===== src/rtl/tipi_nib_sequencer.sv =====
// Pi-side nibble-protocol sequencer for the TIPI TD/TC/RD/RC latch bank.
// Optional mid-transfer abort counter enabled by defining TIPI_NIB_TIMEOUT_EN.
module tipi_nib_sequencer #(
   parameter int SYNC_STAGES    = 2,
   parameter int TIMEOUT_CYCLES = 65535
) (
   input  logic       clk,
   input  logic       reset,
   input  logic       r_clk,
   input  logic       r_nibrst,
   input  logic [3:0] nib_in,
   output logic [3:0] nib_out,
   output logic       nib_oe,
   input  logic [7:0] td_q,
   input  logic [7:0] tc_q,
   input  logic [7:0] rd_q,
   input  logic [7:0] rc_q,
   output logic [7:0] wr_d,
   output logic       rd_we,
   output logic       rc_we,
   output logic       busy,
   output logic       err
);

   typedef enum logic [1:0] {
      ST_IDLE = 2'd0,
      ST_HI   = 2'd1,
      ST_LO   = 2'd2
   } state_t;

   // Pin nibbles carry the MSB on bit 0; internally values use normal [3:0] order.
   function automatic logic [3:0] f_rev4(input logic [3:0] v);
      return {v[0], v[1], v[2], v[3]};
   endfunction

   logic [SYNC_STAGES-1:0] r_clk_sync;
   logic [SYNC_STAGES-1:0] r_rst_sync;
   logic [3:0]             r_nib_sync [SYNC_STAGES];
   logic                   r_clk_prev;

   logic       w_edge;
   logic       w_restart;
   logic [3:0] w_nib_val;
   logic       w_cmd_wr;
   logic [1:0] w_cmd_sel;
   logic       w_cmd_bad;
   logic [7:0] w_sel_q;
   logic       w_tmo_hit;

   state_t     r_state;
   logic       r_wr;
   logic [1:0] r_sel;
   logic       r_bad;
   logic [7:0] r_shadow;
   logic [3:0] r_hi;
   logic [3:0] r_nib_out;
   logic       r_nib_oe;
   logic [7:0] r_wr_d;
   logic       r_rd_we;
   logic       r_rc_we;
   logic       r_busy;
   logic       r_err;

   // Synchronizer chains for the asynchronous Pi pins plus edge history.
   always_ff @(posedge clk) begin
      if (reset) begin
         r_clk_sync <= '0;
         r_rst_sync <= '0;
         r_clk_prev <= 1'b0;
         for (int i = 0; i < SYNC_STAGES; i++) begin
            r_nib_sync[i] <= 4'd0;
         end
      end else begin
         r_clk_sync <= {r_clk_sync[SYNC_STAGES-2:0], r_clk};
         r_rst_sync <= {r_rst_sync[SYNC_STAGES-2:0], r_nibrst};
         r_clk_prev <= r_clk_sync[SYNC_STAGES-1];
         r_nib_sync[0] <= nib_in;
         for (int i = 1; i < SYNC_STAGES; i++) begin
            r_nib_sync[i] <= r_nib_sync[i-1];
         end
      end
   end

   assign w_edge    = r_clk_sync[SYNC_STAGES-1] & ~r_clk_prev;
   assign w_restart = r_rst_sync[SYNC_STAGES-1];
   assign w_nib_val = f_rev4(r_nib_sync[SYNC_STAGES-1]);
   assign w_cmd_wr  = w_nib_val[2];
   assign w_cmd_sel = w_nib_val[1:0];
   // Reserved bit set, or a write aimed at the TI-owned TD/TC latches.
   assign w_cmd_bad = w_nib_val[3] | (w_cmd_wr & ~w_cmd_sel[1]);

   // Latch source selection for the read snapshot.
   always_comb begin
      w_sel_q = 8'd0;
      case (w_cmd_sel)
         2'd0:    w_sel_q = td_q;
         2'd1:    w_sel_q = tc_q;
         2'd2:    w_sel_q = rd_q;
         2'd3:    w_sel_q = rc_q;
         default: w_sel_q = 8'd0;
      endcase
   end

`ifdef TIPI_NIB_TIMEOUT_EN
   logic [31:0] r_tmo_cnt;

   assign w_tmo_hit = (r_tmo_cnt == 32'(TIMEOUT_CYCLES - 1));

   // Idle-cycle counter while a transfer is open; any strobe restarts it.
   always_ff @(posedge clk) begin
      if (reset || w_restart || w_edge || (r_state == ST_IDLE)) begin
         r_tmo_cnt <= 32'd0;
      end else begin
         r_tmo_cnt <= r_tmo_cnt + 32'd1;
      end
   end
`else
   assign w_tmo_hit = 1'b0;
`endif

   // Transfer FSM with registered pin/latch-side outputs.
   always_ff @(posedge clk) begin
      if (reset) begin
         r_state   <= ST_IDLE;
         r_wr      <= 1'b0;
         r_sel     <= 2'd0;
         r_bad     <= 1'b0;
         r_shadow  <= 8'd0;
         r_hi      <= 4'd0;
         r_nib_out <= 4'd0;
         r_nib_oe  <= 1'b0;
         r_wr_d    <= 8'd0;
         r_rd_we   <= 1'b0;
         r_rc_we   <= 1'b0;
         r_busy    <= 1'b0;
         r_err     <= 1'b0;
      end else begin
         r_rd_we <= 1'b0;
         r_rc_we <= 1'b0;
         r_err   <= 1'b0;
         if (w_restart) begin
            r_state   <= ST_IDLE;
            r_nib_out <= 4'd0;
            r_nib_oe  <= 1'b0;
            r_busy    <= 1'b0;
         end else begin
            case (r_state)
               ST_IDLE: begin
                  if (w_edge) begin
                     r_wr      <= w_cmd_wr;
                     r_sel     <= w_cmd_sel;
                     r_bad     <= w_cmd_bad;
                     r_shadow  <= w_sel_q;
                     r_err     <= w_cmd_bad;
                     r_busy    <= 1'b1;
                     r_state   <= ST_HI;
                     if (!w_cmd_wr && !w_cmd_bad) begin
                        r_nib_out <= f_rev4(w_sel_q[7:4]);
                        r_nib_oe  <= 1'b1;
                     end else begin
                        r_nib_out <= 4'd0;
                        r_nib_oe  <= 1'b0;
                     end
                  end else begin
                     r_state <= ST_IDLE;
                  end
               end
               ST_HI: begin
                  if (w_edge) begin
                     r_hi    <= w_nib_val;
                     r_state <= ST_LO;
                     if (r_nib_oe) begin
                        r_nib_out <= f_rev4(r_shadow[3:0]);
                     end else begin
                        r_nib_out <= 4'd0;
                     end
                  end else if (w_tmo_hit) begin
                     r_state   <= ST_IDLE;
                     r_nib_out <= 4'd0;
                     r_nib_oe  <= 1'b0;
                     r_busy    <= 1'b0;
                     r_err     <= 1'b1;
                  end else begin
                     r_state <= ST_HI;
                  end
               end
               ST_LO: begin
                  if (w_edge) begin
                     r_state   <= ST_IDLE;
                     r_nib_out <= 4'd0;
                     r_nib_oe  <= 1'b0;
                     r_busy    <= 1'b0;
                     if (r_wr && !r_bad) begin
                        r_wr_d  <= {r_hi, w_nib_val};
                        r_rd_we <= (r_sel == 2'd2);
                        r_rc_we <= (r_sel == 2'd3);
                     end else begin
                        r_wr_d <= r_wr_d;
                     end
                  end else if (w_tmo_hit) begin
                     r_state   <= ST_IDLE;
                     r_nib_out <= 4'd0;
                     r_nib_oe  <= 1'b0;
                     r_busy    <= 1'b0;
                     r_err     <= 1'b1;
                  end else begin
                     r_state <= ST_LO;
                  end
               end
               default: begin
                  r_state   <= ST_IDLE;
                  r_nib_out <= 4'd0;
                  r_nib_oe  <= 1'b0;
                  r_busy    <= 1'b0;
               end
            endcase
         end
      end
   end

   assign nib_out = r_nib_out;
   assign nib_oe  = r_nib_oe;
   assign wr_d    = r_wr_d;
   assign rd_we   = r_rd_we;
   assign rc_we   = r_rc_we;
   assign busy    = r_busy;
   assign err     = r_err;

endmodule


===== config.mk =====
export PLATFORM = sky130hd
export DESIGN_NAME = tipi_nib_sequencer
export DESIGN_NICKNAME = d
export VERILOG_FILES = /design/src/rtl/tipi_nib_sequencer.sv
export SDC_FILE = /design/constraint.sdc
export NUM_CORES = 1
export LEC_CHECK = 0
export CAP_MARGIN = 10
export CORE_MARGIN = 1.5
export CORE_UTILIZATION = 41
export DETAILED_ROUTE_END_ITERATION = 7
export PLACE_DENSITY = 0.72
export SLEW_MARGIN = 20
export SYNTH_ARGS = -nofsm -noshare
export SYNTH_HDL_FRONTEND = slang
export SYNTH_SLANG_ARGS = --single-unit

===== constraint.sdc =====
create_clock -name clk -period 1.4 [get_ports clk]
set_clock_uncertainty 0.1 [all_clocks]
set_input_delay 0.35 -clock clk [delete_from_list [all_inputs] [get_ports clk]]
set_output_delay 0.35 -clock clk [all_outputs]
set_load 0.02 [all_outputs]

* Word level (Yosys, flattened, before mapping)
Memories as Yosys holds them, arrays and structs flattened. Index checks and enable logic that the tools add are counted.
Word-level totals: word-level logic and storage cells 77, latch bits 0, memory bits (read-only) 0, bits of input ports 40, memories 1, RAM bits 8, register bits after elaboration 36, output and inout port bits 17
Memory list:
- r_nib_sync | words 2, width 4, read ports 2, clocked after memory_dff 0, wr ports 2, RTL line 38 | logic [3:0] r_nib_sync [SYNC_STAGES];
Cells by class: reductions and logical operators 15, eq/ne operators 10, multipliers 0, bitwise operators 13, $add $sub $neg 0, divide/modulo/power cells 0, shift-type cells 0, mux-type cells 22, $lt $le $gt $ge 0
Operators with widths (count):
- 8-bit case mux with 4 select lines | 1
- 4-bit 2-to-1 mux | 7
- 4-bit case mux with 3 select lines | 1
- 3-bit AND reduction | 4
- 2-bit == test, second input constant | 5
- 1-bit 2-to-1 mux | 8
- 1-bit inverter | 8
- 2-bit inequality test, second input constant | 3
- 1-bit case mux with 3 select lines | 2
- 2-bit case mux with 3 select lines | 1
- 5-bit OR reduction | 1
- 2-bit by 1-bit == test with 1-bit output, second input constant | 2
- 2-bit zero test | 2
- 2-bit 2-to-1 mux | 2
- 4-bit AND reduction | 1
- 4-bit OR reduction | 1
- 1-bit zero test | 3
- 1-bit OR | 3
- 1-bit AND | 2
- 1-bit logical AND | 2
- 2-bit OR reduction | 1

* Logic depth before layout (Yosys ltp)
Gate-level depths: netlist of run 1. An unclocked memory read counts as a cell.
word-level depth 9, depth in mapped cells 5, mapped depth without buffers 4

* Worst setup path after synthesis of run 1
Ideal clock, no wire load.
path type register to register, start point memory r_nib_sync[1][3] (netlist: r_nib_sync[0][7]), end point register r_shadow[3], cell stages (with the launch flop) 5, period minus slack after synthesis 1395 ps, slack 5 ps, data required time 1171 ps, setup time 129 ps, path buffers 1, arrival 1167 ps, cells stage by stage dfxtp_1 -> buf_6 -> mux4_2 -> mux2i_1 -> nor2_1
RTL lines:
- start: declaration | RTL line 38
- end signal: assignment | RTL line 153 | r_shadow <= w_sel_q;
- end: declaration | RTL line 54 | logic [7:0] r_shadow;

==> flow_metrics.py, run 1 <==
metrics = {
    "pwr": {
        "switching_power_w": 0.0005425,
        "power_switching_share_pct": 21.25,
        "p_comb_share_pct": 12.1,
        "internal_power_w": 0.002010,
        "seqPwrFrac_pct": 51.1,
        "ir_worst_vdd_mv": 0.7508,
        "total_leakage_power_nw": 1.042,
        "p_clk_share_pct": 36.9,
        "powerDensity_nw_per_um2": 994.2,
    },
    "critical_path": {
        "cp.required_ps": 1490,
        "reg2regPathDepth": 4,
        "reg2reg_slack_ps": 0.8,
        "r2r_end": "r_shadow[0]",
        "path_class": "reg2reg",
        "cp-end-kind": "register",
        "startpoint": "r_nib_sync[0][7]",
        "critPathLaunchType": "register",
        "cp_max_fo": 6,
        "timing.rr.start": "r_nib_sync[0][7]",
        "arrival_ps": 1490,
    },
    "synthesis": {
        "synth_cell_types": 28,
        "ys_ff_latch": 44,
        "yosysTopAreaCellShare_pct": 49.68,
        "synth_commonest_cells": "dfxtp_1, nor2_1, mux2i_1, nor2b_1, mux4_2",
        "synth_flop_cell": "dfxtp_1",
        "seq_area_frac_synth_pct": 49.68,
        "yosys_warnings": 0,
        "synth_cells": 161,
        "syn_area_sq_um": 1773,
        "synth.area.top_cells": "dfxtp_1, mux4_2, mux2i_1, nor2b_1, nor2_1",
        "synth.avg_cell_area_sq_um": 11.01,
        "synth_edf_count": 0,
        "yosys.area.top_type": "dfxtp_1",
        "synth-async-reset-ratio_pct": 0,
        "synth.most_common_cell": "dfxtp_1",
        "synth_nets": 201,
    },
    "sta": {
        "fmax_mhz": 714.7,
        "timing.hold.ws_ps": 336.5,
        "rsz0062_at_grt": "true",
        "setup_viol": 0,
        "finalMaxSlewViolations": 0,
        "period_minus_slack_ps": 1399,
        "max_slew.worst_pin.slew_ps": 360.6,
        "period_share_pct": 99.95,
        "slew_headroom_pct": 75.93,
        "hold_viol": 0,
        "setup_tns_ps": 0,
    },
    "grt": {
        "grt_max_degree": 32,
        "grt_pass1_wl_microns": 6003,
        "antenna_found_initial": 0,
        "grt_usage_pct": 17.83,
        "grt_pass1_vias": 1432,
        "grt_overflow_total": 0,
    },
    "die": {
        "die_w_microns": 68.76,
        "die-area_sq_um": 4728,
        "ioPinCount": 57,
        "initial_core_util_pct": 43.39,
        "rows": 23,
        "core_area_sq_um": 4086,
        "die_h_microns": 68.76,
    },
    "route": {
        "via_per_inst": 5.039,
        "ant_nets": 0,
        "drt_iter0_markers": 50,
        "wl_per_cell_microns": 14.04,
        "wirelength_microns": 4002,
        "vias": 1436,
        "drcViolationCount": 0,
        "dr.pass1.iters": 4,
    },
    "worst_hold_path": {
        "holdPathStages": 1,
        "min-delay-start": "r_rst_sync[0]",
        "hp-class": "reg2reg",
        "min_to": "r_rst_sync[1]",
    },
    "clock_tree": {
        "clk_pin_slew_ps": 80,
        "numCtsBuffers": 5,
        "cts_tree": "done",
        "htree_levels": 2,
        "insertion_delay_ps": 300,
        "cts_hold_buf": 0,
        "clockBufferDepth": 2,
        "cts-root-buf": "clkbuf_8",
        "cts.sinks": 44,
    },
    "finish": {
        "antenna_cells": 0,
        "syn_to_final_growth_pct": 44.81,
        "drive_gt1_share_pct": 26.38,
        "nets": 274,
        "fin_util_pct": 62.83,
    },
    "flow_run": {
        "maxCapViolCount": 0,
    },
    "place": {
        "place_hpwl_microns": 3031,
        "gp_congestion": 0.8003,
        "port_buffers": 56,
    },
    "outcome": {
        "outcome": "finished, final reports clean",
    },
}
-- layer usage --
layer / GRT usage, % / vias to the layer above / part of all wire [%]
met5: 0 / - / 0
met4: 8.088 / 0 / 0.77
met3: 4.708 / 4 / 7.0
met2: 33.89 / 51 / 52
met1: 17.95 / 674 / 40
li1: - / 707 / -
-- cell type report --
class | instances | area [sq um]
Timing Repair Buffer | 76 | 678.2
Clock buffer | 6 | 72.57
Multi-Input combinational cell | 102 | 813.3
Fill cell | 329 | 1519
Sequential cell | 44 | 887.1
Tap cell | 50 | 62.56
Inverter | 5 | 18.77
Clock inverter | 2 | 35.03
-- cell families (layout without fill, tap and decap cells) --
| family | Yosys count | after routing | synth area share, % |
|---|---|---|---|
| and+or+nand+nor | 58 | 58 | 18.84 |
| DFF | 44 | 44 | 49.68 |
| muxes | 23 | 23 | 18.63 |
| AOI/OAI and AO/OA | 20 | 20 | 7.339 |
| buffers and inverters | 15 | 89 | 5.010 |
| xor gates and xnor gates | 1 | 1 | 0.4941 |
-- critical path, stage by stage, from the launching register on --
cell and delay (ps):
dfxtp_4 370, buf_12 130, mux4_2 500, mux2i_1 160, nor2_1 50
-- stage by stage --
stage	std cells	setup slack (ps)	power (W)	instance area (sq um)
6_report	285	0.7522	0.002552	2567
5_1_grt	285	-41.49	0.002667	2567
4_1_cts	284	-7.905	0.002572	2601
3_5_place_dp	276	-314.5	0.001639	2481
3_3_place_gp	276	-270.3	0.001627	2481
2_1_floorplan	161	4.500	0.001466	1773
-- state kept, by name (all words and copies together), names as in the netlist --
name and count:
r_nib_sync 8, wr_d 8, nib_out 4, r_hi 4, r_shadow 4, r_clk_sync 2
r_rst_sync 2, r_sel 2, r_state 2, busy 1, err 1, nib_oe 1
r_bad 1, r_clk_prev 1, r_wr 1, rc_we 1, rd_we 1
-- worst max path at each step --
stage                       end  slack (ps)  cells past startpoint
global route        r_shadow[2]         -40                      4
floorplan           r_shadow[3]           5                      4
global placement     nib_out[0]        -270                      5
finish              r_shadow[0]         0.8                      4
detailed placement   nib_out[2]        -310                      5
CTS                 r_shadow[0]          -8                      4
-- cell usage in the layout (no fill, tap or decap), types with 6 or more instances in the layout --
cell             count
nor2b_1             15
dfxtp_1             41
nor2_1              22
a21oi_1              6
clkbuf_2             8
clkdlybuf4s50_1     39
mux2i_1             15
mux4_2               8
a22oi_1              6
buf_4               18
-- power groups by stage --
| stage | Clock [W] | Sequential [W] | Combinational, W |
|---|---|---|---|
| after floorplan | 0 | 0.00133 | 0.000131 |
| after global placement | 0 | 0.00133 | 0.000294 |
| after detailed placement | 0 | 0.00133 | 0.000305 |
| after CTS | 0.000964 | 0.00130 | 0.000305 |
| after global routing | 0.00103 | 0.00131 | 0.000331 |
| final | 0.000941 | 0.00130 | 0.000308 |
-- repair_timing --
item	CTS	global route
resized for setup	43	17
buffers inserted	0	1
pin swaps	0	1
setup endpoints to repair	25	25
(Power assumes the default switching activity.)
==> inputs of run 2 (changes only) <==
Settings changed: ABC_CLOCK_PERIOD_IN_PS set to 1400, PLACE_DENSITY 0.72 to 0.75.
==> flow_metrics.py, run 2 (synthesis results as in run 1) <==
metrics = {
    "finish": {
        "nets": 272,
        "syn_to_final_growth_pct": 43.54,
        "register_area_sq_um": 885.9,
        "antenna_cells": 0,
        "final_cell_mix": "dfxtp_1, clkdlybuf4s50_1, nor2_1",
        "final_common_cell": "dfxtp_1",
        "num-fill-cells": 357,
        "drive_gt1_share_pct": 27.16,
        "multiInputGateArea_sq_um": 823.3,
    },
    "grt": {
        "grt_usage_pct": 16.32,
        "grt_pass1_wl_microns": 5623,
        "antenna_found_initial": 0,
        "grt_max_degree": 30,
        "grt_overflow_total": 0,
        "grt_pass1_vias": 1303,
    },
    "critical_path": {
        "critPathTopFamily": "multiplexers",
        "path_class": "reg2reg",
        "r2r_end": "r_shadow[3]",
        "cpMaxStageDelayCell": "mux4_2",
        "cp.required_ps": 1480,
        "cp-end-kind": "register",
        "reg2reg_slack_ps": -2,
        "critical_path.cell_chain": "buf_12 -> mux4_2 -> mux2i_1 -> nor2_1",
        "crit_buf_inv": 1,
        "timing.rr.start": "r_nib_sync[0][7]",
        "reg2regPathDepth": 4,
        "slowest_delay_ps": 490,
        "cp_max_fo": 7,
        "arrival_ps": 1480,
        "critPathLaunchType": "register",
    },
    "route": {
        "wirelength_microns": 3486,
        "vias": 1385,
        "drcViolationCount": 0,
        "ant_nets": 0,
        "drt_iter0_markers": 58,
        "wl_per_cell_microns": 12.36,
        "dr.pass1.iters": 4,
        "via_per_inst": 4.911,
    },
    "pwr": {
        "p_clk_share_pct": 31.3,
        "power_w": 0.002344,
        "switching_power_w": 0.0005227,
        "internal_power_w": 0.001821,
        "power_switching_share_pct": 22.30,
        "ir_worst_vdd_mv": 0.6310,
        "powerDensity_nw_per_um2": 921.0,
        "seqPwrFrac_pct": 55.5,
        "p_comb_share_pct": 13.2,
        "total_leakage_power_nw": 1.033,
    },
    "outcome": {
        "violations": "setup timing",
        "outcome": "complete, but fails checks",
    },
    "place": {
        "place_hpwl_microns": 2631,
        "port_buffers": 56,
        "gp_congestion": 0.8686,
        "dpl_worst_slack_ps": -340.5,
    },
    "sta": {
        "fin_ws_ps": -1.916,
        "finalMaxSlewViolations": 0,
        "fmax_mhz": 713.3,
        "period_minus_slack_ps": 1402,
        "hold_viol": 0,
        "slew_headroom_pct": 80.21,
        "period_share_pct": 100.1,
        "rsz0062_at_grt": "true",
        "max_slew.worst_pin.slew_ps": 296.9,
        "setup_viol": 1,
    },
    "worst_hold_path": {
        "holdPathStages": 1,
        "min_to": "r_clk_sync[1]",
        "hp-class": "reg2reg",
        "min-delay-start": "r_clk_sync[0]",
    },
    "die": {
        "die-area_sq_um": 4728,
        "ioPinCount": 57,
        "core_area_sq_um": 4086,
        "die_h_microns": 68.76,
        "rows": 23,
        "die_w_microns": 68.76,
        "initial_core_util_pct": 43.39,
    },
    "clock_tree": {
        "numCtsBuffers": 5,
        "cts-root-buf": "clkbuf_8",
        "clk_pin_slew_ps": 80,
        "htree_levels": 2,
        "cts.sinks": 44,
        "insertion_delay_ps": 290,
        "cts_tree": "done",
        "clockBufferDepth": 2,
    },
    "flow_run": {
        "maxCapViolCount": 0,
    },
}
==> run 2: changes by cell type in the layout (fill, tap and decap cells not counted), moves of 3 or more <==
cell | previous run | this run
buf_2 | 3 | 0
clkbuf_2 | 8 | 12
buf_4 | 18 | 14
clkdlybuf4s15_2 | 5 | 2
==> run 2: routing by layer <==
layer,up-vias,share of wire [%],track usage (%)
met5,-,0,0
met1,645,45,20.31
met3,7,6.5,4.221
met2,34,47,26.56
met4,0,1.5,7.353
li1,699,-,-
==> run 2: power groups by stage <==
stage / clock, W / combinational, W / sequential (W)
detailed placement: 0 / 0.000306 / 0.00133
floorplan: 0 / 0.000131 / 0.00133
finish: 0.000734 / 0.000309 / 0.00130
CTS: 0.000760 / 0.000308 / 0.00130
global placement: 0 / 0.000299 / 0.00133
global route: 0.000801 / 0.000334 / 0.00131
==> run 2: worst max-delay path by stage <==
stage,start,to,slack [ps],depth (start not counted)
3_3_place_gp,reset,nib_out[1],-290,5
2_1_floorplan,r_nib_sync[0][7],r_shadow[3],5,4
6_report,r_nib_sync[0][7],r_shadow[3],-2,4
3_5_place_dp,reset,nib_out[2],-340,5
5_1_grt,r_clk_prev,rc_we,-80,4
4_1_cts,busy,busy,-10,1
==> run 2: final cells by class <==
cell class / instances / area share, %
clock buffers: 5 / 2.704
clock inverters: 2 / 0.4916
inverters: 5 / 0.7375
multi-input cells: 102 / 32.35
flip-flops and latches: 44 / 34.81
well taps: 50 / 2.458
repair buffers: 74 / 26.45
==> run 2: repair_timing <==
item,4_1_cts,5_1_grt
endpoints found under the setup margin,25,40
pin swaps,0,1
cloned,0,0
gates resized for setup,36,25
buffers inserted,1,1
hold buffers,0,0
==> run 2: worst reg2reg max path: cells and delay by family (launching register included) <==
family        cells  cell delay [ps]
buf+inv           1              130
flops             1              360
mux               2              650
simple gates      1               50
==> run 2: per-stage QoR <==
stage	std cells	TNS (ps)	hold slack, ps	cell area, sq um	utilization [%]
finish	282	-1.916	341.6	2545	62.28
global route	282	-788.2	349.5	2545	62.28
CTS	281	-24.82	342.0	2570	62.89
detailed placement	273	-6474	325.3	2471	60.47
global placement	273	-5785	316.7	2471	60.47
floorplan	161	0	313.8	1773	-
